--- src/rtl/dl_reg_wr_arb.sv ---
// Round-robin write arbiter for a shared register: grants one valid requester per cycle
// and loads its data into q on the following edge.
module dl_reg_wr_arb #(
    parameter int unsigned          NUM_REQ  = 4,
    parameter int unsigned          NUM_BITS = 32,
    parameter logic [NUM_BITS-1:0]  RST_VAL  = '0,
    localparam int unsigned         SRC_W    = $clog2(NUM_REQ)
) (
    input  logic                         clk,
    input  logic                         rst_n,
    input  logic                         en,
    input  logic [NUM_REQ-1:0]           req_valid,
    input  logic [NUM_REQ*NUM_BITS-1:0]  req_data,
    output logic [NUM_REQ-1:0]           req_ready,
    output logic [NUM_BITS-1:0]          q,
    output logic [SRC_W-1:0]             q_src,
    output logic                         q_upd
);

    logic [SRC_W-1:0]    ptr;
    logic [SRC_W-1:0]    win_idx;
    logic [SRC_W-1:0]    cand;
    logic                found;
    int unsigned         idx;
    logic [NUM_BITS-1:0] data_arr [NUM_REQ];

    for (genvar g = 0; g < NUM_REQ; g++) begin : g_slice
        assign data_arr[g] = req_data[g*NUM_BITS +: NUM_BITS];
    end

    // Scan from ptr upward with wrap; the first valid requester wins.
    always_comb begin
        found   = 1'b0;
        win_idx = '0;
        idx     = 0;
        cand    = '0;
        for (int unsigned k = 0; k < NUM_REQ; k++) begin
            idx = 32'(ptr) + k;
            if (idx >= NUM_REQ) begin
                idx = idx - NUM_REQ;
            end
            cand = SRC_W'(idx);
            if (!found && req_valid[cand]) begin
                found   = 1'b1;
                win_idx = cand;
            end
        end
    end

    always_comb begin
        req_ready = '0;
        if (rst_n && en && found) begin
            req_ready = NUM_REQ'(1) << win_idx;
        end
    end

    always_ff @(posedge clk) begin
        if (!rst_n) begin
            q     <= RST_VAL;
            q_src <= '0;
            q_upd <= 1'b0;
            ptr   <= '0;
        end else if (en && found) begin
            q     <= data_arr[win_idx];
            q_src <= win_idx;
            q_upd <= 1'b1;
            // Explicit wrap keeps ptr in range for non-power-of-2 NUM_REQ.
            if (32'(win_idx) == NUM_REQ - 1) begin
                ptr <= '0;
            end else begin
                ptr <= win_idx + 1'b1;
            end
        end else begin
            q_upd <= 1'b0;
        end
    end

endmodule

--- config.mk ---
export PLATFORM = sky130hd
export DESIGN_NAME = dl_reg_wr_arb
export DESIGN_NICKNAME = d
export VERILOG_FILES = /design/src/rtl/dl_reg_wr_arb.sv
export SDC_FILE = /design/constraint.sdc
export NUM_CORES = 1
export LEC_CHECK = 0
export BUFFER_PORTS_ARGS = -buffer_cell sky130_fd_sc_hd__clkbuf_2
export CORE_MARGIN = 1.5
export CORE_UTILIZATION = 42
export DETAILED_ROUTE_END_ITERATION = 16
export GPL_TIMING_DRIVEN = 1
export PLACE_DENSITY = 0.86
export SLEW_MARGIN = 20
export SYNTH_ARGS = -nofsm -noshare
export SYNTH_HDL_FRONTEND = slang
export SYNTH_SLANG_ARGS = --single-unit
--- constraint.sdc ---
create_clock -name clk -period 5.7 [get_ports clk]
set_input_delay 0.855 -clock clk [delete_from_list [all_inputs] [get_ports clk]]
set_output_delay 0.855 -clock clk [all_outputs]
set_load 0.02 [all_outputs]
==> results.cfg, run 1 <==
[timing]
finalSetupTns_ns = 0
finalClockSkew_ns = 0.00592
hold_viol = 0
max_freq_mhz = 297
worst_pin_slew_ns = 0.668
setup_viol = 0
slew_headroom_pct = 55.5
period_needed_ns = 3.36
holdWs_ns = 0.534
rsz0062_at_grt = false
slew_violations = 0
fin_crit_sh_pct = 59.0

[grt]
grt_overflow = 0
grt_max_degree = 34
antenna_found_initial = 0
grt_pass1_wl_um = 10200
grt_pass1_vias = 2181
grtUsageTotal_pct = 25.0

[floorplan]
fp.coreArea_mm2 = 0.00475
start_util_pct = 43.9
num_rows = 25
die_y_um = 73.5
ios = 174
fp.dieW_um = 73.5
dieArea_mm2 = 0.00540

[setup_path]
crit_chain = clkbuf_2 -> nand2b_1 -> a21oi_1 -> a211o_1 -> buf_4 -> inv_1 -> ha_1 -> and2_1 -> clkbuf_2
cpMostUsedCell = clkbuf_2
max_stage_delay_ns = 0.37
startpoint_type = input port
arrival_ns = 2.51
end_kind = output pin
cp.required_ns = 4.85
crit_type = in -> out
cp_slowest_cell = buf_4
path_max_fanout = 33

[clocking]
cts_setup_buffers = 0
postCtsResizedCells = 0
cts_buffers = 5
cts_max_level = 2
clock_latency_ns = 0.28
cts-hold-fix-buffers = 0
cts_tree = done
cts_root_buffer = clkbuf_8
cts_num_sinks = 37
cts_max_path_buffers = 2
clkTransAtPathRegs_ns = 0.07

[synthesis]
syn_area_mm2 = 0.00209
ys_dominant_reg_cell = dfxtp_1
async_flop_share_pct = 0
ys_types = 30
ys_top_cells_by_area = dfxtp_1 (35%), mux2_2 (18%), a221o_1 (15%)
yosys.area.top_type = dfxtp_1
synth_top_cell_area_share_pct = 35.5
synth_edf_count = 0
postSynthCellCount = 190
avgSynthCellArea_um2 = 11.0
ys_ff_latch = 37
seq_area_frac_synth_pct = 35.5
syn_nets = 326
ys_warn_count = 0

[place]
gp_congestion = 0.827
hpwl_um = 5200
port_buffers = 173
dp_cells = 415

[layout]
drive_gt1_share_pct = 62.9
fin_nets = 491
diodes = 0
fillers = 410
fin_cells = 423
area_growth_pct = 45.2

[power]
share_comb_of_total_power_pct = 36.1
ir_drop_v = 0.000106
p_switching_mw = 0.248
p_total_mw = 0.765
pwr-share-clk_pct = 22.6
p_seq_share_pct = 41.4
p_leak_nw = 1.58
swShare_pct = 32.4
p_int_mw = 0.516
power_density_mw_per_mm2 = 252

[routing]
drt.antenna.violating_nets = 0
routed_wl_um = 6640
wl_per_cell_um = 15.7
vias_per_cell = 5.39
drtIter0Drc = 76
drt_first_pass_iters = 4
drcViolationCount = 0
via_count = 2278

[run]
cap_violations = 0

[outcome]
outcome = finished, final reports clean

[min_path]
hold_path_class = reg -> reg
power by group through the flow:
stage | sequential [mW] | clock, mW | combinational [mW]
6_report | 0.316 | 0.173 | 0.276
3_3_place_gp | 0.320 | 0 | 0.270
3_5_place_dp | 0.321 | 0 | 0.276
5_1_grt | 0.320 | 0.191 | 0.299
4_1_cts | 0.316 | 0.179 | 0.278
2_1_floorplan | 0.356 | 0 | 0.144
critical path, delay by kind of cell:
| family | cells | cell delay (ns) |
|---|---|---|
| adders and majority gates | 1 | 0.21 |
| buffers and inverters | 4 | 0.75 |
| AOI/OAI and AO/OA | 2 | 0.38 |
| and+or+nand+nor | 2 | 0.32 |
synthesized netlist by cell type, types with 2 or more instances:
cell type,count
dfxtp_1,37
mux2_2,33
a221o_1,32
a22o_1,32
clkbuf_1,8
buf_6,5
a21oi_1,4
inv_1,4
nor2_1,4
and2_1,3
buf_2,3
buf_4,3
nand2_1,2
nand2b_1,2
nor2b_1,2
o21ai_0,2
per-stage QoR:
| stage | cell area, um2 | util, % | setup slack, ns |
|---|---|---|---|
| finish | 3030 | 63.8 | 2.34 |
| global route | 3030 | 63.8 | 2.20 |
| CTS | 3030 | 63.8 | 2.34 |
| detailed placement | 2950 | 62.0 | 2.34 |
| global placement | 2950 | 62.0 | 2.45 |
| floorplan | 2090 | - | 2.72 |
area by class of cell:
cell class / count / area, um2 / share of cell area, %
clock buffer: 6 / 72.6 / 2.39
sequential: 37 / 741 / 24.4
timing repair buffer: 177 / 896 / 29.6
tap: 67 / 83.8 / 2.77
multi-input combinational: 129 / 1210 / 39.9
inverter: 5 / 18.8 / 0.619
clock inverter: 2 / 10.0 / 0.330
state kept, by name, indices dropped and copies added, names as in the netlist:
signal	cells
q_upd	1
q	32
ptr	2
q_src	2
cell usage in the layout, fill, tap and decap left out, drive strengths merged, types with 2 or more instances in the layout:
| cell | Yosys | final |
|---|---|---|
| nand2 | 2 | 2 |
| clkbuf | 8 | 179 |
| inv | 5 | 5 |
| a22o | 32 | 32 |
| buf | 11 | 4 |
| clkinv | 0 | 2 |
| dfxtp | 37 | 37 |
| nand2b | 2 | 2 |
| and2 | 4 | 4 |
| nor2 | 4 | 4 |
| nor2b | 2 | 2 |
| a221o | 32 | 32 |
| o21ai | 2 | 2 |
| mux2 | 33 | 33 |
| a21oi | 4 | 4 |
routing by layer:
| metal | vias up | share of wire (%) | GRT usage (%) |
|---|---|---|---|
| met5 | - | 0 | 0 |
| met4 | 0 | 2.0 | 8.02 |
| met3 | 17 | 8.8 | 7.54 |
| met2 | 129 | 51 | 45.5 |
| met1 | 1037 | 38 | 27.5 |
| li1 | 1095 | - | - |
kinds of logic after synthesis:
kind of cell             Yosys count  share of synthesized area, %
AO/OA/AOI/OAI                     76                          33.9
multiplexers                      34                          18.3
adder cells (fa/ha/maj)            1                         0.599
AND/OR/NAND/NOR                   18                          4.97
buffers and inverters             24                          6.83
flip-flops                        37                          35.5
path summary, 6_finish.rpt:
kind / start / cells after the start / slack (ns) / endpoint
max: req_valid[1] / 9 / 2.34 / req_ready[3]
min: ptr[0]$_SDFFE_PN0P_ / 2 / 0.53 / ptr[0]$_SDFFE_PN0P_
min reg2reg: ptr[0]$_SDFFE_PN0P_ / 2 / 0.53 / ptr[0]$_SDFFE_PN0P_
max reg2reg: ptr[0]$_SDFFE_PN0P_ / 8 / 3.54 / ptr[0]$_SDFFE_PN0P_
Note: power is estimated with default switching activity, not from simulation.
==> run 2: changes to the inputs <==
--- a/config.mk
+++ b/config.mk
@@ -5,12 +5,13 @@
 export SDC_FILE = /design/constraint.sdc
 export NUM_CORES = 1
 export LEC_CHECK = 0
+export ABC_AREA = 1
 export BUFFER_PORTS_ARGS = -buffer_cell sky130_fd_sc_hd__clkbuf_2
 export CORE_MARGIN = 1.5
-export CORE_UTILIZATION = 42
+export CORE_UTILIZATION = 44
 export DETAILED_ROUTE_END_ITERATION = 16
 export GPL_TIMING_DRIVEN = 1
-export PLACE_DENSITY = 0.86
+export PLACE_DENSITY = 0.81
 export SLEW_MARGIN = 20
 export SYNTH_ARGS = -nofsm -noshare
 export SYNTH_HDL_FRONTEND = slang
==> constraint.sdc (replaced) <==
create_clock -name clk -period 3.1 [get_ports clk]
set_input_delay 0.465 -clock clk [delete_from_list [all_inputs] [get_ports clk]]
set_output_delay 0.465 -clock clk [all_outputs]
set_load 0.02 [all_outputs]
==> run 2 against run 1 <==
  * Clock skew up 0.0015 ns
  * Power rose to 4.7 times the previous value
  * Synthesized cell count rose to 2.7 times the previous value
  * Count of clock-buffer cells in the layout up 1
  * Critical path depth up 3
  * First-iteration DRC count rose to 2.6 times the previous value
  * Sequential power up 130%
  * Critical path type is now reg -> out
==> results.cfg, run 2 <==
[floorplan]
ios = 174
fp.dieW_um = 84.4
num_rows = 29
die_y_um = 84.4
start_util_pct = 45.7
dieArea_mm2 = 0.00712
fp.coreArea_mm2 = 0.00639

[grt]
grt_pass1_wl_um = 14900
grt_pass1_vias = 3465
grtUsageTotal_pct = 25.1
grt_overflow = 0
grt_max_degree = 34
antenna_found_initial = 0

[layout]
layout_common_cells = nand2_1 (186), clkbuf_2 (173), nand3_1 (100)
largest_registers = q: 32 flops, ptr: 2 flops, q_src: 2 flops
fin_cells = 756
top_register = q
final_common_cell = nand2_1
diodes = 0
final_area_mm2 = 0.00389
drive_gt1_share_pct = 30.6
area_growth_pct = 33.5
largest_reg_flops = 32
fin_nets = 814

[run]
cap_violations = 0

[synthesis]
synth_top_cell_area_share_pct = 25.4
ys_dominant_reg_cell = dfxtp_1
ys_types = 25
synth_common_cells = nand2_1 (186), nand3_1 (100), inv_1 (89)
postSynthCellCount = 518
syn_area_mm2 = 0.00292
ys_top_cells_by_area = dfxtp_1 (25%), nand2_1 (24%), nand3_1 (17%)
seq_area_frac_synth_pct = 25.4
syn_nets = 654
ys_ff_latch = 37
avgSynthCellArea_um2 = 5.63
yosys.area.top_type = dfxtp_1
synth_most_common_cell = nand2_1
async_flop_share_pct = 0
synth_edf_count = 0
ys_warn_count = 0

[timing]
finalSetupTns_ns = 0
rsz0062_at_grt = false
setup_viol = 0
period_needed_ns = 2.88
hold_viol = 0
fin_crit_sh_pct = 92.8
worst_pin_slew_ns = 0.951
finalClockSkew_ns = 0.00746
slew_violations = 0
max_freq_mhz = 348
slew_headroom_pct = 36.5

[power]
ir_drop_v = 0.000663
p_seq_share_pct = 19.8
p_switching_mw = 1.99
power_density_mw_per_mm2 = 926
p_int_mw = 1.61
pwr-share-clk_pct = 10.4
p_leak_nw = 2.46
swShare_pct = 55.3
share_comb_of_total_power_pct = 69.7

[setup_path]
r2r_slack_ns = 0.38
r2r_start = ptr[1]$_SDFFE_PN0P_
worstReg2RegEnd = q[25]$_SDFFE_PN0P_
end_kind = output pin
ff2ff_path_depth = 11
arrival_ns = 2.41
crit_type = reg -> out
startpoint_type = flop
cp.required_ns = 2.63
path_max_fanout = 17

[routing]
drtIter0Drc = 196
drt_first_pass_iters = 5
vias_per_cell = 5.03
drcViolationCount = 0
routed_wl_um = 9200
wl_per_cell_um = 12.2
drt.antenna.violating_nets = 0
via_count = 3800

[clocking]
cts_buffers = 5
clkTransAtPathRegs_ns = 0.08
cts_num_sinks = 37
cts-hold-fix-buffers = 0
clock_latency_ns = 0.29
cts_max_path_buffers = 2
cts_max_level = 2
cts_root_buffer = clkbuf_8
cts_tree = done

[place]
gp_congestion = 0.981
port_buffers = 173
hpwl_um = 6800
post_dp_cell_area_mm2 = 0.00376
dp_cells = 746

[outcome]
outcome = finished, final reports clean

[min_path]
hold_path_class = in -> reg
hold_path_depth = 3
hold-path-endpoint = q[24]$_SDFFE_PN0P_
hp-start = req_data[24]
[run 2: changes by cell type after synthesis, sizes merged, moves of 17 or more]
cell,before,now
a221o,32,0
a22o,32,0
inv,5,93
mux2,33,0
nand2,2,191
nand3,0,103
nand4,0,33
nor2,4,21
[run 2: worst max-delay path, cell delays in order, from the launching register on]
cell and delay (ns):
dfxtp_1 0.41, inv_1 0.14, nand2_1 0.10, nand2_2 0.08, nand2_1 0.08, nand2_1 0.06
nor2_2 0.15, nand3_4 0.23, nand3_4 0.20, buf_4 0.19, nand2_1 0.07, nor2_2 0.19
clkbuf_2 0.21
[run 2: power groups by stage]
stage          clock network (mW)  logic (mW)  registers, mW
6_report                    0.376        2.51          0.715
5_1_grt                     0.402        2.81          0.730
4_1_cts                     0.380        2.45          0.713
3_5_place_dp                    0        2.43          0.719
3_3_place_gp                    0        2.37          0.718
2_1_floorplan                   0        1.78          0.834
[run 2: area by class of cell]
cell class	count	area, um2
timing repair buffer	183	941
clock inverter	1	5.00
tap	77	96.3
sequential	37	742
inverter	93	367
multi-input combinational	358	1640
fill	667	2490
clock buffer	7	96.3
[run 2: worst max path at each step]
stage                   startpoint                  to  slack (ns)
2_1_floorplan         req_valid[1]        req_ready[3]        0.76
3_3_place_gp   ptr[0]$_SDFFE_PN0P_  q[25]$_SDFFE_PN0P_        0.36
3_5_place_dp   ptr[0]$_SDFFE_PN0P_        req_ready[3]        0.32
4_1_cts        ptr[1]$_SDFFE_PN0P_        req_ready[3]        0.12
5_1_grt        ptr[1]$_SDFFE_PN0P_        req_ready[2]        0.03
6_report       ptr[1]$_SDFFE_PN0P_        req_ready[0]        0.22
[run 2: kinds of logic (layout without fill, tap and decap cells)]
group,count (synthesis),count (layout),share of synthesized area (%)
flops,37,37,25.4
buf+inv,123,284,18.2
simple gates,349,349,54.5
compound gates,8,8,1.42
fa+ha+maj,1,1,0.429
[run 2: through the flow]
stage / setup WS, ns / hold WS (ns) / utilization (%) / total power, mW
5_1_grt: 0.0322 / 0.389 / 60.9 / 3.94
2_1_floorplan: 0.760 / 0.526 / - / 2.62
6_report: 0.225 / 0.393 / 60.9 / 3.60
3_3_place_gp: 0.358 / 0.454 / 58.9 / 3.09
3_5_place_dp: 0.317 / 0.464 / 58.9 / 3.15
4_1_cts: 0.122 / 0.388 / 60.5 / 3.54
[run 2: metal layers]
layer  vias up  GRT usage [%]  share of wire (%)
li1       1940              -                  -
met1      1678           29.0                 41
met2       168           47.1                 51
met3        14           4.13                6.5
met4         0           7.62                1.7
met5         -              0                  0
[run 2: what timing repair did]
item	CTS	global route
resized for setup	1	3
pin swaps	0	1
setup endpoints to repair	1	1
setup buffers	0	2
==> run 3: changes to the inputs <==
--- a/config.mk
+++ b/config.mk
@@ -7,11 +7,11 @@
 export LEC_CHECK = 0
 export ABC_AREA = 1
 export BUFFER_PORTS_ARGS = -buffer_cell sky130_fd_sc_hd__clkbuf_2
-export CORE_MARGIN = 1.5
-export CORE_UTILIZATION = 44
+export CORE_MARGIN = 2
+export CORE_UTILIZATION = 48
 export DETAILED_ROUTE_END_ITERATION = 16
 export GPL_TIMING_DRIVEN = 1
-export PLACE_DENSITY = 0.81
+export PLACE_DENSITY = 0.87
 export SLEW_MARGIN = 20
 export SYNTH_ARGS = -nofsm -noshare
 export SYNTH_HDL_FRONTEND = slang
==> constraint.sdc (replaced) <==
create_clock -name clk -period 3.35 [get_ports clk]
set_input_delay 0.5025 -clock clk [delete_from_list [all_inputs] [get_ports clk]]
set_output_delay 0.5025 -clock clk [all_outputs]
set_load 0.02 [all_outputs]
==> run 3 against run 2 <==
  * Final cell count is 0.53% lower
  * Global-route usage increased by 1.7 points
  * Routed wire length shrank 1.7%
  * First-iteration DRC count fell by 13%
  * Core utilization up 4.9 points
  * Design area is 0.35% lower
  * Die area decreased by 5.8%
  * Worst setup slack gained 0.071 ns
==> results.cfg, run 3 (synthesis gave the netlist of run 2 again) <==
[outcome]
outcome = finished, final reports clean

[timing]
fin_crit_sh_pct = 91.2
worst_pin_slew_ns = 0.524
hold_viol = 0
period_needed_ns = 3.05
finalClockSkew_ns = 0.00623
fin_ws_ns = 0.295
max_freq_mhz = 327
slew_violations = 0
finalSetupTns_ns = 0
setup_viol = 0
rsz0062_at_grt = false
slew_headroom_pct = 65.0

[grt]
grt_overflow = 0
grt_pass1_wl_um = 14300
grt_pass1_vias = 3454
antenna_found_initial = 0
grt_max_degree = 35
grtUsageTotal_pct = 26.8

[routing]
drtIter0Drc = 171
drt.antenna.violating_nets = 0
drt_first_pass_iters = 5
vias_per_cell = 5.15
wl_per_cell_um = 12.0
routed_wl_um = 9040
drcViolationCount = 0
via_count = 3873

[min_path]
hold_path_class = in -> reg
hp-start = req_data[11]

[place]
place_ws_ns = 0.668
hpwl_um = 6680
post_dp_cell_area_mm2 = 0.00376
gp_congestion = 0.946
port_buffers = 173

[setup_path]
startpoint_type = flop
cpMostUsedCell = nor2_1
r2r_start = ptr[0]$_SDFFE_PN0P_
crit_type = reg -> out
critical-path-top-delay-family = simple AND/OR/NAND/NOR gates
cp-startpoint = ptr[0]$_SDFFE_PN0P_
arrival_ns = 2.55
critPathBufInv = 3
cp.required_ns = 2.85
path_max_fanout = 34
max_stage_delay_ns = 0.62
cp_slowest_cell = dfxtp_1
crit_chain = inv_6 -> nand2_1 -> nand2_2 -> nor2_1 -> nor2_1 -> nand3_4 -> buf_4 -> nand2_4 -> nor3_1 -> clkbuf_2
end_kind = output pin

[clocking]
cts_tree = done
cts_max_level = 2
cts_root_buffer = clkbuf_8
cts_setup_buffers = 0
cts_max_path_buffers = 2
clock_latency_ns = 0.28
postCtsResizedCells = 0
clkTransAtPathRegs_ns = 0.08
cts_num_sinks = 37
cts_buffers = 5
cts-hold-fix-buffers = 0

[layout]
final_area_mm2 = 0.00388
fillers = 565
final_common_cell = nand2_1
diodes = 0
seqCellArea_um2 = 741
fin_nets = 812
largest_reg_flops = 32
drive_gt1_share_pct = 30.1
largest_registers = q: 32 flops, ptr: 2 flops, q_src: 2 flops
multi_input_area_mm2 = 0.00164
top_register = q
layout_common_cells = nand2_1 (186), clkbuf_2 (173), nand3_1 (100)
area_growth_pct = 33.0

[power]
p_int_mw = 1.49
power_density_mw_per_mm2 = 851
swShare_pct = 54.7
p_switching_mw = 1.81
p_leak_nw = 2.45
p_seq_share_pct = 20.0
pwr-share-clk_pct = 12.2
share_comb_of_total_power_pct = 67.8
ir_drop_v = 0.000665

[run]
cap_violations = 0

[floorplan]
ios = 174
num_rows = 28
fp.dieW_um = 81.9
dieArea_mm2 = 0.00671
fp.coreArea_mm2 = 0.00589
die_y_um = 81.9
start_util_pct = 49.5
==> run 3: cell type report <==
| type | count | area share (%) |
|---|---|---|
| clock buffers | 7 | 2.23 |
| clock inverters | 1 | 0.774 |
| inverters | 93 | 9.20 |
| multi-input cells | 358 | 42.4 |
| flip-flops and latches | 37 | 19.1 |
| well taps | 75 | 2.42 |
| repair buffers | 181 | 23.9 |
==> run 3: power groups by stage <==
stage | Clock, mW | Sequential, mW | Combinational [mW]
3_5_place_dp | 0 | 0.666 | 2.22
3_3_place_gp | 0 | 0.662 | 2.17
2_1_floorplan | 0 | 0.771 | 1.65
4_1_cts | 0.415 | 0.657 | 2.24
5_1_grt | 0.431 | 0.672 | 2.52
6_report | 0.403 | 0.659 | 2.24
==> run 3: tightest hold or removal path, cell delays in order <==
cell	delay, ns
clkbuf_2	0.07
nand2_1	0.05
nand3_1	0.07
==> run 3: worst paths after layout <==
path                                         endpoint  slack (ns)  depth (start not counted)
worst max-delay path                     req_ready[1]        0.30                         10
worst max register to register      q[9]$_SDFFE_PN0P_        0.75                         12
worst min-delay path               q[11]$_SDFFE_PN0P_        0.43                          3
worst min register to register  q_src[1]$_SDFFE_PN0P_        0.46                          2
==> run 3: per-layer routing <==
metal	global-route usage, %	vias up	routed length, um	share of wire [%]
met5	0	-	0	0
met4	9.50	0	161	1.8
met3	3.74	18	586	6.5
met2	49.4	189	4640	51
met1	31.3	1728	3660	40
li1	-	1938	-	-
==> run 3: per-stage QoR <==
step,power (mW),std cells,utilization [%],hold WS (ns)
after global placement,2.83,744,63.9,0.449
after CTS,3.31,752,65.9,0.428
after floorplan,2.42,518,-,0.526
after global routing,3.62,752,65.9,0.434
final,3.30,752,65.9,0.434
after detailed placement,2.89,744,63.9,0.453
